## src/rtl/iomem_pwm_gpio.sv

```systemverilog
// iomem_pwm_gpio: memory-mapped GPIO register plus NUM_CH-channel PWM.
//
// Ports
//   clk, resetn      clock; synchronous active-low reset
//   iomem_valid      bus request
//   iomem_ready      one-cycle completion pulse, the cycle after a decoded hit
//   iomem_wstrb[3:0] byte write strobes (all zero = read)
//   iomem_addr[31:0] byte address; [31:24] must equal PAGE, [7:2] is the register offset
//   iomem_wdata[31:0] write data
//   iomem_rdata[31:0] read data, valid while iomem_ready=1 (0 otherwise)
//   gpio_out[31:0]   GPIO register contents
//   pwm_out[NUM_CH-1:0] registered PWM outputs
//
// Register offsets: 0 GPIO, 1 CTRL (bit0 EN, bit1 CLR self-clearing),
// 2 PRESC (16b), 3 CNT (RO), 4.. DUTY[i] (PWM_W bits).
//
// Build option: define PWM_SHADOW_EN to double-buffer DUTY writes; the active
// duty value then loads only at counter wrap or on CLR.

module iomem_pwm_gpio_ch #(
    parameter int PWM_W = 8
) (
    input  logic             clk,
    input  logic             resetn,
`ifdef PWM_SHADOW_EN
    input  logic             load,
`endif
    input  logic             wr,
    input  logic [PWM_W-1:0] wdata,
    input  logic [PWM_W-1:0] bmask,
    input  logic             en,
    input  logic [PWM_W-1:0] cnt,
    output logic [PWM_W-1:0] duty_rd,
    output logic             pwm
);
    logic [PWM_W-1:0] duty_act;
    logic [PWM_W-1:0] duty_nxt;

    assign duty_nxt = (duty_rd & ~bmask) | (wdata & bmask);

`ifdef PWM_SHADOW_EN
    logic [PWM_W-1:0] shadow;
    assign duty_rd = shadow;

    always_ff @(posedge clk) begin
        if (!resetn) begin
            shadow   <= '0;
            duty_act <= '0;
        end else begin
            if (wr)
                shadow <= duty_nxt;
            // a write landing on the wrap cycle is picked up by that same wrap
            if (load)
                duty_act <= wr ? duty_nxt : shadow;
        end
    end
`else
    logic [PWM_W-1:0] duty;
    assign duty_rd  = duty;
    assign duty_act = duty;

    always_ff @(posedge clk) begin
        if (!resetn)
            duty <= '0;
        else if (wr)
            duty <= duty_nxt;
    end
`endif

    always_ff @(posedge clk) begin
        if (!resetn)
            pwm <= 1'b0;
        else
            pwm <= en && (cnt < duty_act);
    end
endmodule

module iomem_pwm_gpio #(
    parameter int          NUM_CH = 3,
    parameter int          PWM_W  = 8,
    parameter logic [7:0]  PAGE   = 8'h03
) (
    input  logic              clk,
    input  logic              resetn,
    input  logic              iomem_valid,
    output logic              iomem_ready,
    input  logic [3:0]        iomem_wstrb,
    input  logic [31:0]       iomem_addr,
    input  logic [31:0]       iomem_wdata,
    output logic [31:0]       iomem_rdata,
    output logic [31:0]       gpio_out,
    output logic [NUM_CH-1:0] pwm_out
);
    logic                          hit, wr, clr, tick;
    logic [5:0]                    offset;
    logic [31:0]                   bmask, gpio_nxt, rd_mux;
    logic [15:0]                   presc, presc_nxt, pc;
    logic                          en;
    logic [PWM_W-1:0]              cnt;
    logic [NUM_CH-1:0][PWM_W-1:0]  duty_rd;
    logic                          unused_addr;

    assign unused_addr = ^{iomem_addr[23:8], iomem_addr[1:0]};

    // !iomem_ready blocks a second hit while the master still holds valid
    assign hit    = iomem_valid && !iomem_ready && (iomem_addr[31:24] == PAGE);
    assign offset = iomem_addr[7:2];
    assign wr     = hit && (|iomem_wstrb);
    assign clr    = wr && (offset == 6'd1) && iomem_wstrb[0] && iomem_wdata[1];
    assign tick   = (pc == presc);

    assign bmask     = {{8{iomem_wstrb[3]}}, {8{iomem_wstrb[2]}},
                        {8{iomem_wstrb[1]}}, {8{iomem_wstrb[0]}}};
    assign gpio_nxt  = (gpio_out & ~bmask) | (iomem_wdata & bmask);
    assign presc_nxt = (presc & ~bmask[15:0]) | (iomem_wdata[15:0] & bmask[15:0]);

`ifdef PWM_SHADOW_EN
    logic load;
    assign load = clr || (en && tick && (&cnt));
`endif

    for (genvar i = 0; i < NUM_CH; i++) begin : g_ch
        localparam logic [5:0] OFF = 6'(4 + i);
        iomem_pwm_gpio_ch #(.PWM_W(PWM_W)) u_ch (
            .clk     (clk),
            .resetn  (resetn),
`ifdef PWM_SHADOW_EN
            .load    (load),
`endif
            .wr      (wr && (offset == OFF)),
            .wdata   (iomem_wdata[PWM_W-1:0]),
            .bmask   (bmask[PWM_W-1:0]),
            .en      (en),
            .cnt     (cnt),
            .duty_rd (duty_rd[i]),
            .pwm     (pwm_out[i])
        );
    end

    always_comb begin
        rd_mux = '0;
        case (offset)
            6'd0:    rd_mux = gpio_out;
            6'd1:    rd_mux = {31'b0, en};
            6'd2:    rd_mux = {16'b0, presc};
            6'd3:    rd_mux = 32'(cnt);
            default: begin
                for (int i = 0; i < NUM_CH; i++)
                    if (offset == 6'(4 + i))
                        rd_mux = 32'(duty_rd[i]);
            end
        endcase
    end

    always_ff @(posedge clk) begin
        if (!resetn) begin
            iomem_ready <= 1'b0;
            iomem_rdata <= '0;
            gpio_out    <= '0;
            en          <= 1'b0;
            presc       <= '0;
            pc          <= '0;
            cnt         <= '0;
        end else begin
            iomem_ready <= hit;
            // rd_mux sees pre-write values, so reads return the old contents
            iomem_rdata <= hit ? rd_mux : '0;
            if (wr && offset == 6'd0)
                gpio_out <= gpio_nxt;
            if (wr && offset == 6'd1 && iomem_wstrb[0])
                en <= iomem_wdata[0];
            if (wr && offset == 6'd2)
                presc <= presc_nxt;
            if (clr) begin
                pc  <= '0;
                cnt <= '0;
            end else if (en) begin
                // pc above a freshly lowered PRESC free-runs to its 16-bit wrap
                pc <= tick ? 16'd0 : pc + 16'd1;
                if (tick)
                    cnt <= cnt + 1'b1;
            end
        end
    end
endmodule

```

## config.mk

```make
export PLATFORM = sky130hd
export DESIGN_NAME = iomem_pwm_gpio
export DESIGN_NICKNAME = d
export VERILOG_FILES = /design/src/rtl/iomem_pwm_gpio.sv
export SDC_FILE = /design/constraint.sdc
export NUM_CORES = 1
export LEC_CHECK = 0
export BUFFER_PORTS_ARGS = -buffer_cell sky130_fd_sc_hd__buf_2
export CELL_PAD_IN_SITES_DETAIL_PLACEMENT = 1
export CELL_PAD_IN_SITES_GLOBAL_PLACEMENT = 1
export CORE_MARGIN = 5
export CORE_UTILIZATION = 43
export CTS_CLUSTER_SIZE = 12
export DETAILED_ROUTE_END_ITERATION = 10
export MAX_ROUTING_LAYER = met4
export PLACE_DENSITY = 0.87
export SETUP_SLACK_MARGIN = 0.05
export SLEW_MARGIN = 25
export SYNTH_ARGS = -nofsm -noshare
export SYNTH_HDL_FRONTEND = slang
export SYNTH_SLANG_ARGS = --single-unit
```

## constraint.sdc

```tcl
create_clock -name clk -period 5.6 [get_ports clk]
set_input_delay 0 -clock clk [delete_from_list [all_inputs] [get_ports clk]]
set_output_delay 0 -clock clk [all_outputs]
set_load 0.02 [all_outputs]
```

# == After elaboration in Yosys (flattened, before gate mapping) ==
# Index checks and enable logic that the tools add are counted.
# classes
add_sub_neg,2
n_lt_le_gt_ge,3
eq_ne,8
mux,5
bitwise,17
reduce_logical,20
# op_table
op,count
32-bit case mux with 4 select lines,1
32-bit AND,2
32-bit two-way mux,2
16-bit AND,2
8-bit AND,4
32-bit inverter,1
32-bit OR,1
8-bit less-than comparator,3
8-bit OR,3
"6-bit by 3-bit == test with 1-bit output, second input constant",3
"16-bit by 1-bit adder with 16-bit output, second input constant",1
16-bit == test,1
16-bit two-way mux,1
16-bit inverter,1
16-bit OR,1
1-bit logical AND,14
"6-bit by 2-bit == test with 1-bit output, second input constant",2
"8-bit by 1-bit adder with 8-bit output, second input constant",1
"8-bit by 2-bit == test with 1-bit output, second input constant",1
8-bit two-way mux,1
8-bit inverter,1
"6-bit by 1-bit == test with 1-bit output, second input constant",1
6-bit zero test,1
2-bit AND reduction,2
other kinds (4),4
# word_totals
reg_bits,133
inputBits,71
wordCells,68

# == Logic depth before layout (Yosys ltp) ==
# logic_depth
depth_word,8
depth_mapped,7
depth_no_buf,6

# == Hierarchy ==
# A second synthesis with hierarchy kept.
# hier_totals
cells_unflattened,727
area_unflattened_um2,6140.9
# modules_own_cells
mod,instances,cells_per_inst,area_per_inst_um2
iomem_pwm_gpio,1,529,4545.6
iomem_pwm_gpio_ch,3,66,531.8

# == Worst setup path after synthesis ==
# Ideal clock, no wire load.
# synth_timing
path_kind,register -> register
startpoint,reg iomem_ready
endpoint,reg (tool-made name)
arrival_time_ns,1.680
required_ns,5.472
setup_slack_ns,3.792
stages_incl_launch_ff,7
n_path_buf,1
synth_period_minus_slack_ns,1.808
path_cell_list,dfxtp_1 -> nand4b_1 -> nor4b_4 -> and3_1 -> buf_4 -> mux2i_1 -> nor2_1
# synth_lines
element,line,source
start: declaration,86,"output logic iomem_ready,"
start signal: assignment,165,iomem_ready <= hit;

# == Worst setup path in the final report ==
# layout_timing
startpoint,reg pc[10]
endpoint,reg pc[11]
# layout_between
elab_chain_cells,2
elab_cells_between_ends,3
cone_classes,add/sub (1); eq/ne (1); mux (1)
# layout_lines
element,line,source
start: declaration,97,"logic [15:0] presc, presc_nxt, pc;"
start signal: assignment,179,pc <= tick ? 16'd0 : pc + 16'd1;
16-bit by 1-bit adder with 16-bit output / 16-bit == test (equally long branches),"179, 110",
16-bit two-way mux (*),179,
# Mark *: on every way between the ends. The rest lies on a longest branch, timed or not.
# A chain may end at the register's enable or synchronous reset.

==> Implementation_results.wiki <==
{| class="wikitable"
! Metric !! Value
|-
| Result of the run || finished, final reports clean
|-
| Combinational share of power || around 4.0%
|-
| Share of synthesized area occupied by flip-flops and latches || roughly 44%
|-
| Maximum clock skew at final layout || ~0.019 ns
|-
| Clock sink count || ~130
|-
| Critical R2R Capture || pc[11]
|-
| Share of Yosys cell area claimed by the top area cell type || around 44%
|-
| Logic depth of the worst register-to-register path || 5
|-
| Commonest cells after routing, fill and taps aside || 133 x sky130_fd_sc_hd__dfxtp_1, 120 x sky130_fd_sc_hd__buf_2, 80 x sky130_fd_sc_hd__nand2_1
|-
| Top-level I/O count || ~140
|-
| Maximum vdd drop || about 0.00022 V
|-
| Number of levels in the clock H-tree || 4
|-
| Final critical-path share of the clock period || a little over half
|-
| Tightest Pin Transition || 0.9427 ns
|-
| Total nets after synthesis || a little under 800
|-
| Die height || approximately 130 um
|-
| # nets final || 905
|-
| Peak Freq || 325.1 MHz
|-
| Max Root-Sink Buffers || 2
|-
| Vias per cell || about 5.9
|-
| Cell row count || 43
|-
| Leakage power summed over all cells || 3.239 nW
|-
| Die W || approximately 130 um
|-
| Number of synthesis warnings || 0
|-
| Instance count of the mapped netlist || 675
|-
| Summed negative setup slack over all endpoints || 0 ns
|-
| Relative contribution of sequential cells to total power || 43.6%
|-
| Setup slack of the worst register-to-register path || about 2.5 ns
|-
| Final min period || slightly above 3 ns
|-
| Core area || ~14000 um2
|-
| Switching power || just over 0.0005 W
|-
| Post-route worst setup slack || approximately 2.5 ns
|-
| Number of filler instances in the final layout || between 1500 and 2000
|-
| Area of all placed cells without fillers || 7579 um2
|-
| Final Hold Vio Count || 0
|-
| Global placer's final weighted congestion || approximately 0.93
|-
| Net switching share of the total power || a little under a quarter
|-
| First-pass GRT wire length || between 30 and 40 mm
|-
| Worst-case setup slack after placement || 2.752 ns
|-
| Area of the mapped netlist || around 6000 um2
|-
| Hold Worst Slack || between 0.04 and 0.05 ns
|-
| Buffers added on ports || 120
|-
| Reg2reg start || pc[10]
|-
| Class of the tightest hold or removal check || primary input to flop
|-
| Via count || 5924
|-
| Number of DRC violations after detailed routing || 0
|-
| Detailed placement HPWL || around 13 mm
|-
| Worst Path Max Fanout || 19
|-
| Share of synthesized flip-flops with an asynchronous set or reset || 0%
|-
| Number of nets still failing antenna checks after routing || 0
|-
| Initial cell density of the core || a little over two fifths
|-
| CP startpoint kind || flop
|-
| Number of global-route vias before repair || roughly 6400
|-
| Unrepaired setup endpoints after global routing || no
|-
| Standard cell area after detailed placement || ~6600 um2
|-
| Worst setup path category || flop to flop
|-
| Top cells by area in the synthesized netlist || sky130_fd_sc_hd__dfxtp_1 44%, sky130_fd_sc_hd__mux2i_1 8.1%, sky130_fd_sc_hd__a21oi_1 5.7%
|-
| Clock edge transition at the registers on the reported setup and hold paths || ~0.070 ns
|-
| Number of flops mapped to enable cells by yosys || 0
|-
| Mean routed wirelength per cell || between 20 and 25 um
|-
| Top_reg_cell synth || sky130_fd_sc_hd__dfxtp_1
|-
| Number of distinct library cell variants in the gate-level netlist after synthesis || 47
|-
| Final number of max-transition violations || 0
|-
| Number of maximum-capacitance constraint violations || 0
|-
| Clock tree root buffer cell || sky130_fd_sc_hd__clkbuf_16
|-
| Synthesis-to-layout area growth || 25.79%
|-
| Count of endpoints failing setup in the final report || 0
|-
| Leading cell type in the layout, fill and taps excluded || sky130_fd_sc_hd__dfxtp_1
|-
| Power density cells || approximately 290 nW/um2
|-
| PostCTS Resize Cnt || 0
|-
| Headroom to the max-slew limit || a little under two fifths
|-
| Hold Crit Start || resetn
|-
| Iteration-0 DRC Markers || 406
|-
| Routed WL || about 23 mm
|-
| Crit path required time || just under 6 ns
|-
| Clock tree from TritonCTS || done
|-
| Aggregate global routing overflow || 0
|-
| Clock insertion delay at the later pin of the skew report || between 0.4 and 0.5 ns
|-
| Worst Setup End Kind || flop
|-
| Worst Hold Path Cells || 3
|-
| Clock group share of total power || ~52%
|-
| Number of synthesized register bits || 133
|-
| Terminating pin of the worst hold path || g_ch[0].u_ch.pwm
|-
| All-layer global routing usage || 29.18%
|-
| Fraction of final layout cells with drive strength greater than 1 || approximately 22%
|-
| Largest net degree at the start of global routing || between 70 and 80
|-
| Crit path arrival time || about 3.3 ns
|-
| CTS Hold Buffers Added || 34
|-
| Count of TritonRoute iterations in the first routing pass || 7
|-
| Die Area || roughly 16000 um2
|-
| Post-route total power || 0.002171 W
|-
| Total internal power || 0.001655 W
|-
| Largest area contributor in the netlist || sky130_fd_sc_hd__dfxtp_1
|-
| Average footprint of a synthesized cell || 8.925 um2
|-
| Post-CTS setup buffer count || 0
|-
| Clock buffers created by TritonCTS || 17
|-
| Antenna violations before repair || 1
|}
[routing by layer]
| layer | GRT usage (%) | up-vias | part of all wire, % |
|---|---|---|---|
| met5 | - | - | 0 |
| met4 | 22.85 | 0 | 7.1 |
| met3 | 7.389 | 129 | 6.8 |
| met2 | 47.20 | 298 | 49 |
| met1 | 30.17 | 2902 | 37 |
| li1 | - | 2595 | - |
[layout make-up]
type | count | area (um2) | area share (%)
multi-input combinational | 478 | 3052 | 40.27
antenna | 1 | 2.502 | 0.03302
clock inverter | 13 | 147.6 | 1.948
tap | 180 | 225.2 | 2.972
sequential | 133 | 2663 | 35.13
timing repair buffer | 155 | 948.4 | 12.51
clock buffer | 19 | 442.9 | 5.844
inverter | 26 | 97.59 | 1.288
[worst max-delay path, stage by stage, from the launching register on]
cell and delay (ns):
sky130_fd_sc_hd__dfxtp_1 0.48, sky130_fd_sc_hd__xor2_1 0.12, sky130_fd_sc_hd__nor4_1 0.48, sky130_fd_sc_hd__nand4_1 0.69
sky130_fd_sc_hd__o211ai_1 1.03, sky130_fd_sc_hd__a311oi_1 0.11
[power groups by stage]
stage / clock, W / combinational [W] / sequential (W)
2_1_floorplan: 0 / 0.0000288 / 0.000967
3_3_place_gp: 0 / 0.0000600 / 0.000967
3_5_place_dp: 0 / 0.0000619 / 0.000967
4_1_cts: 0.00112 / 0.0000815 / 0.000946
5_1_grt: 0.00118 / 0.0000897 / 0.000945
6_report: 0.00114 / 0.0000865 / 0.000946
[cell families (layout without fill, tap and decap cells)]
family | count (synthesis) | in the layout | synth area share [%]
AND/OR/NAND/NOR | 255 | 255 | 21.10
flip-flops | 133 | 133 | 44.20
AO/OA/AOI/OAI | 117 | 117 | 10.94
buffers and inverters | 64 | 213 | 5.379
multiplexers | 57 | 57 | 9.824
XOR/XNOR | 26 | 26 | 3.780
adder cells (fa/ha/maj) | 23 | 23 | 4.777
other | 0 | 1 | 0
[through the flow]
stage	utilization [%]	std cells
6_report	54.81	1005
5_1_grt	54.81	1005
4_1_cts	54.69	1004
3_5_place_dp	47.96	938
3_3_place_gp	47.96	938
2_1_floorplan	-	675
[cell usage after synthesis (all sizes together), types with 7 or more instances]
cell	instances
dfxtp	133
nand2	80
nor2	79
a21oi	69
mux2i	49
inv	26
clkbuf	25
ha	23
xor2	23
nand3	21
o21ai	18
and2	17
and3	14
buf	13
nand4	10
a22oi	7
mux2	7
nor4	7
or3	7
[worst max path at each step]
stage                   from  endpoint  slack (ns)
2_1_floorplan    iomem_ready      flop        3.79
3_3_place_gp   iomem_addr[5]      flop        2.85
3_5_place_dp   iomem_addr[5]      flop        2.75
4_1_cts        iomem_addr[5]      flop        2.56
5_1_grt               pc[10]    pc[11]        2.39
6_report              pc[10]    pc[11]        2.52
Power figures use the tool's default switching activity.
